File: src/rtl/amrx_envelope.sv
// AM envelope receiver: |I/Q| magnitude, optional carrier DC blocker, Q8.8 gain with saturation, 1-bit sigma-delta out.
// Define AMRX_DCBLOCK_EN to build the DC blocker; without it hp = mag and register 2 reads 0.
module amrx_envelope #(
  parameter int IW   = 16,
  parameter int OW   = 16,
  parameter int LGDC = 8
) (
  input  logic                 i_clk,
  input  logic                 i_reset_n,
  input  logic                 i_ce,
  input  logic signed [IW-1:0] i_i,
  input  logic signed [IW-1:0] i_q,
  input  logic                 i_wb_cyc,
  input  logic                 i_wb_stb,
  input  logic                 i_wb_we,
  input  logic [1:0]           i_wb_addr,
  input  logic [31:0]          i_wb_data,
  output logic                 o_wb_stall,
  output logic                 o_wb_ack,
  output logic [31:0]          o_wb_data,
  output logic                 o_audio_ce,
  output logic signed [OW-1:0] o_audio,
  output logic                 o_sd
);
  localparam int PW = IW + 18;
  localparam logic signed [PW-1:0] YMAX = PW'(2**(OW-1) - 1);
  localparam logic signed [PW-1:0] YMIN = PW'(-(2**(OW-1)));

  logic                 wb_wr;
  logic [15:0]          gain;
  logic                 clr_pulse;
  logic [31:0]          sat_cnt;
  logic [31:0]          rd_data;
  logic [31:0]          dc_rd;
  logic                 v1, v2, v3, v4;
  logic [IW-1:0]        abs_i, abs_q, mx, mn;
  logic [IW:0]          mag, dc;
  logic signed [IW+1:0] hp, hp_next;
  logic signed [PW-1:0] prod, y;
  logic                 sat_hi, sat_lo;
  logic [OW:0]          sd_acc;
  logic                 unused_bits;

  function automatic logic [IW-1:0] abs_val(input logic [IW-1:0] x);
    return x[IW-1] ? (~x + 1'b1) : x;
  endfunction

  assign wb_wr       = i_wb_cyc & i_wb_stb & i_wb_we;
  assign o_wb_stall  = 1'b0;
  assign unused_bits = ^{i_wb_data[30:16], clr_pulse};

  // Each stage captures only when its valid bit is set, so results hold between strobes.
  always_ff @(posedge i_clk or negedge i_reset_n) begin
    if (!i_reset_n) begin
      v1    <= 1'b0;
      v2    <= 1'b0;
      v3    <= 1'b0;
      v4    <= 1'b0;
      abs_i <= '0;
      abs_q <= '0;
      mx    <= '0;
      mn    <= '0;
      mag   <= '0;
      hp    <= '0;
    end else begin
      v1 <= i_ce;
      v2 <= v1;
      v3 <= v2;
      v4 <= v3;
      if (i_ce) begin
        abs_i <= abs_val(i_i);
        abs_q <= abs_val(i_q);
      end
      if (v1) begin
        mx <= (abs_i > abs_q) ? abs_i : abs_q;
        mn <= (abs_i > abs_q) ? abs_q : abs_i;
      end
      if (v2)
        mag <= (IW+1)'(mx) - (IW+1)'(mx >> 3) + (IW+1)'(mn >> 1);
      if (v3)
        hp <= hp_next;
    end
  end

`ifdef AMRX_DCBLOCK_EN
  logic [IW+LGDC:0] dc_acc;
  logic [IW:0]      dc_raw;

  assign dc_raw = dc_acc[IW+LGDC:LGDC];
  // A clear landing on the same clock as a sample makes that sample see dc = 0.
  assign dc     = clr_pulse ? '0 : dc_raw;
  assign dc_rd  = {{(31-IW){dc_raw[IW]}}, dc_raw};

  always_ff @(posedge i_clk or negedge i_reset_n) begin
    if (!i_reset_n)
      dc_acc <= '0;
    else if (clr_pulse)
      dc_acc <= '0;
    else if (v3)
      dc_acc <= dc_acc + (IW+LGDC+1)'(mag) - (IW+LGDC+1)'(dc);
  end
`else
  localparam int lgdc_unused = LGDC;
  assign dc    = '0;
  assign dc_rd = '0;
`endif

  assign hp_next = $signed({1'b0, mag}) - $signed({1'b0, dc});
  assign prod    = hp * $signed(gain);
  assign y       = prod >>> 8;
  assign sat_hi  = y > YMAX;
  assign sat_lo  = y < YMIN;

  always_ff @(posedge i_clk or negedge i_reset_n) begin
    if (!i_reset_n) begin
      o_audio    <= '0;
      o_audio_ce <= 1'b0;
      sat_cnt    <= '0;
    end else begin
      o_audio_ce <= v4;
      if (v4)
        o_audio <= sat_hi ? {1'b0, {(OW-1){1'b1}}} :
                   sat_lo ? {1'b1, {(OW-1){1'b0}}} : y[OW-1:0];
      if (wb_wr && i_wb_addr == 2'd3)
        sat_cnt <= '0;
      else if (v4 && (sat_hi || sat_lo) && sat_cnt != 32'hFFFF_FFFF)
        sat_cnt <= sat_cnt + 32'd1;
    end
  end

  // Offset-binary first-order modulator: zero audio gives a 50% duty alternating bit.
  always_ff @(posedge i_clk or negedge i_reset_n) begin
    if (!i_reset_n)
      sd_acc <= '0;
    else
      sd_acc <= {1'b0, sd_acc[OW-1:0]} + {1'b0, ~o_audio[OW-1], o_audio[OW-2:0]};
  end
  assign o_sd = sd_acc[OW];

  always_comb begin
    rd_data = '0;
    case (i_wb_addr)
      2'd0: rd_data = {16'h0, gain};
      2'd1: rd_data = {{(31-IW){1'b0}}, mag};
      2'd2: rd_data = dc_rd;
      2'd3: rd_data = sat_cnt;
      default: rd_data = '0;
    endcase
  end

  always_ff @(posedge i_clk or negedge i_reset_n) begin
    if (!i_reset_n) begin
      gain      <= 16'h0100;
      clr_pulse <= 1'b0;
      o_wb_ack  <= 1'b0;
      o_wb_data <= '0;
    end else begin
      o_wb_ack  <= i_wb_stb;
      clr_pulse <= wb_wr && (i_wb_addr == 2'd0) && i_wb_data[31];
      if (wb_wr && i_wb_addr == 2'd0)
        gain <= i_wb_data[15:0];
      if (i_wb_stb)
        o_wb_data <= rd_data;
    end
  end
endmodule
File: config.mk
export PLATFORM = sky130hd
export DESIGN_NAME = amrx_envelope
export DESIGN_NICKNAME = d
export VERILOG_FILES = /design/src/rtl/amrx_envelope.sv
export SDC_FILE = /design/constraint.sdc
export NUM_CORES = 1
export LEC_CHECK = 0
export CAP_MARGIN = 20
export CORE_MARGIN = 3
export CORE_UTILIZATION = 30
export CTS_CLUSTER_DIAMETER = 80
export DETAILED_ROUTE_END_ITERATION = 10
export SETUP_SLACK_MARGIN = 0.2
export SKIP_CTS_REPAIR_TIMING = 1
export SLEW_MARGIN = 5
export SYNTH_ARGS = -nofsm -noshare
export SYNTH_HDL_FRONTEND = slang
export SYNTH_SLANG_ARGS = --single-unit
File: constraint.sdc
create_clock -name i_clk -period 8.9 [get_ports i_clk]
set_input_delay 1.335 -clock i_clk [delete_from_list [all_inputs] [get_ports i_clk]]
set_output_delay 1.335 -clock i_clk [all_outputs]
set_load 0.1 [all_outputs]
==> impl_metrics.tcl <==
set metrics [dict create \
    grt_antenna_before_repair 4 \
    cts_tree "done" \
    synthCells 2341 \
    ys_top_cells_by_area "dfrtp_1 25%, fa_1 21%, ha_1 10%" \
    syn_area_per_cell_um2 9.077 \
    hold_class "flop to flop" \
    clk_latency_ns 0.56 \
    synth-edff-count 0 \
    synth_top_cell_area_share 0.2532 \
    cts_made_buffers 28 \
    layout.area.seq_um2 5408 \
    wl_per_cell_um 15.35 \
    die_area_um2 74060 \
    vias 15751 \
    netlist_area_um2 21250 \
    clkSinkCount 216 \
    grt_pass1_vias 16124 \
    reg2reg_depth 25 \
    fillers 7269 \
    start_util 0.3061 \
    timing.fmax_ghz 0.1227 \
    cp.required_ns 9.38 \
    slew_violations 0 \
    ys_seq_area_frac 0.2544 \
    drt_iter0_drc 803 \
    wl_mm 51.25 \
    critPathTopFamily "adder cells" \
    wl_met3_mm 1.883 \
    track_usage 0.1408 \
    slew_headroom 0.2504 \
    port_buffers 106 \
    slowest_delay_ns 0.97 \
    rsz0062_at_grt "no" \
    finalCritPeriodShare 0.9156 \
    remaining_drc_errors 0 \
    ys_async_sr_fraction 1.000 \
    finalHoldViolCount 0 \
    reg2reg_to "sat_cnt[21]" \
    met1Wirelength_mm 22.59 \
    crit_top_cell "fa_1" \
    min_to "sd_acc[0]" \
    cts.path.max_buffers 3 \
    drv_cap 0 \
    root_buffer "clkbuf_16" \
    gp_congestion 0.8254 \
    clkTransAtPathRegs_ns 0.06 \
    nNetsFinal 2854 \
    hold_path_startpoint "sd_acc[0]" \
    cp.buffers_inverters 5 \
    skew_ns 0.01314 \
    yosysUniqueCellTypes 80 \
    ff2ff_setup_slack_ns 0.75 \
    holdPathStages 1 \
    grt_max_degree 146 \
    ys_seq_elements 216 \
    r2r_start "hp[5]" \
    worst-setup-path-type "flop to flop" \
    drt-pass1-iter-count 4 \
    synth_most_common_cell "inv_1" \
    core-area_um2 69430 \
    syn_nets 2809 \
    multi_input_area_um2 13930 \
    grt_pass1_wl_mm 85.10 \
    num_io_pins 124 \
    yosysWarnings 0 \
    overflow 0 \
    critPathSlowestCell "dfrtp_1" \
    critPathMaxFanout 18 \
    dp_hpwl_mm 39.39 \
    start_kind "flop" \
    rows 96 \
    arrival_ns 8.63 \
    yosys.area.top_type "dfrtp_1" \
    status "complete, no violations" \
    worstMarginPinSlew_ns 1.121 \
    die_w_um 272.1 \
    h-tree-depth 1 \
    via_per_inst 4.717 \
    setup_viol 0 \
    synth_common_cells "401 x inv_1, 221 x fa_1, 215 x dfrtp_1" \
    endpoint_kind "flop" \
    top_layer_used "met5" \
    synthFlopType "dfrtp_1" \
    timing.setup.tns_ns 0 \
    drive_gt1_frac 0.06276 \
    period_needed_ns 8.149 \
    area_growth_pct 13.86 \
    die_h_um 272.1 \
    antenna_left 0 \
    wl_met2_mm 25.41 \
]
-- worst max-delay path by stage --
| stage | to | slack (ns) | cells past startpoint | from |
|---|---|---|---|---|
| after floorplan | sat_cnt[19] | 1.59 | 30 | gain[8] |
| after global placement | sat_cnt[25] | 0.85 | 26 | hp[5] |
| after detailed placement | sat_cnt[21] | 0.77 | 25 | hp[5] |
| after CTS | sat_cnt[21] | 0.75 | 25 | hp[5] |
| after global routing | sat_cnt[21] | 0.30 | 24 | hp[5] |
| final | sat_cnt[21] | 0.75 | 25 | hp[5] |
-- metrics by stage --
| stage | instance area [um^2] | std cells | worst slack (ns) | utilization | hold slack (ns) |
|---|---|---|---|---|---|
| 6_report | 24190 | 3339 | 0.7510 | 0.3485 | 0.4684 |
| 5_1_grt | 24190 | 3337 | 0.3027 | 0.3484 | 0.4784 |
| 4_1_cts | 24190 | 3337 | 0.7453 | 0.3484 | 0.4747 |
| 3_5_place_dp | 23200 | 3287 | 0.7718 | 0.3342 | 0.4611 |
| 3_3_place_gp | 23200 | 3287 | 0.8517 | 0.3342 | 0.4528 |
| 2_1_floorplan | 21250 | 2341 | 1.585 | - | 0.3519 |
-- routing by layer --
metal | up-vias | track usage
met5 | - | 0
met4 | 6 | 0.04151
met3 | 79 | 0.01956
met2 | 238 | 0.2465
met1 | 7788 | 0.1806
li1 | 7640 | -
-- logic make-up (layout without fill, tap and decap cells) --
logic type | count (synthesis) | in the layout | share of synthesized area
adders and majority gates | 396 | 396 | 0.3113
xor gates and xnor gates | 77 | 77 | 0.03209
AOI/OAI and AO/OA | 373 | 373 | 0.1080
and+or+nand+nor | 677 | 677 | 0.1566
buffers and inverters | 509 | 574 | 0.09074
muxes | 92 | 92 | 0.04669
other | 1 | 3 | 0.0001765
DFF | 216 | 216 | 0.2544
-- sequential cells by signal (all words and copies together) (netlist names) --
| register | cells |
|---|---|
| v1 | 1 |
| hp | 17 |
| o_audio | 16 |
| sd_acc | 17 |
| mn | 15 |
| v4 | 1 |
| o_audio_ce | 1 |
| mx | 16 |
| v3 | 1 |
| v2 | 1 |
| mag | 17 |
| abs_i | 16 |
| o_wb_ack | 1 |
| o_wb_data | 32 |
| gain | 16 |
| abs_q | 16 |
| sat_cnt | 32 |
-- cell type report --
type | instances | area share
Multi-Input combinational cell | 1616 | 0.5758
Sequential cell | 216 | 0.2235
Inverter | 402 | 0.06237
Timing Repair Buffer | 122 | 0.04913
Tap cell | 931 | 0.04815
Clock buffer | 36 | 0.03274
Clock inverter | 14 | 0.008068
Antenna cell | 2 | 0.0002069
-- placed cells by master (no fill, tap or decap), types with 28 or more instances in the layout --
master / instances
inv_1: 401
fa_1: 221
dfrtp_1: 214
nand2_1: 204
ha_1: 175
a21oi_1: 163
nor2_1: 156
and2_1: 135
clkdlybuf4s50_1: 103
o21ai_0: 75
mux2_2: 57
xnor2_1: 48
nand3_1: 39
mux2i_1: 35
clkbuf_16: 29
xor2_1: 28
Power is not shown: default switching activity piles up to over one toggle a cycle in this logic, so the estimate is an artifact.
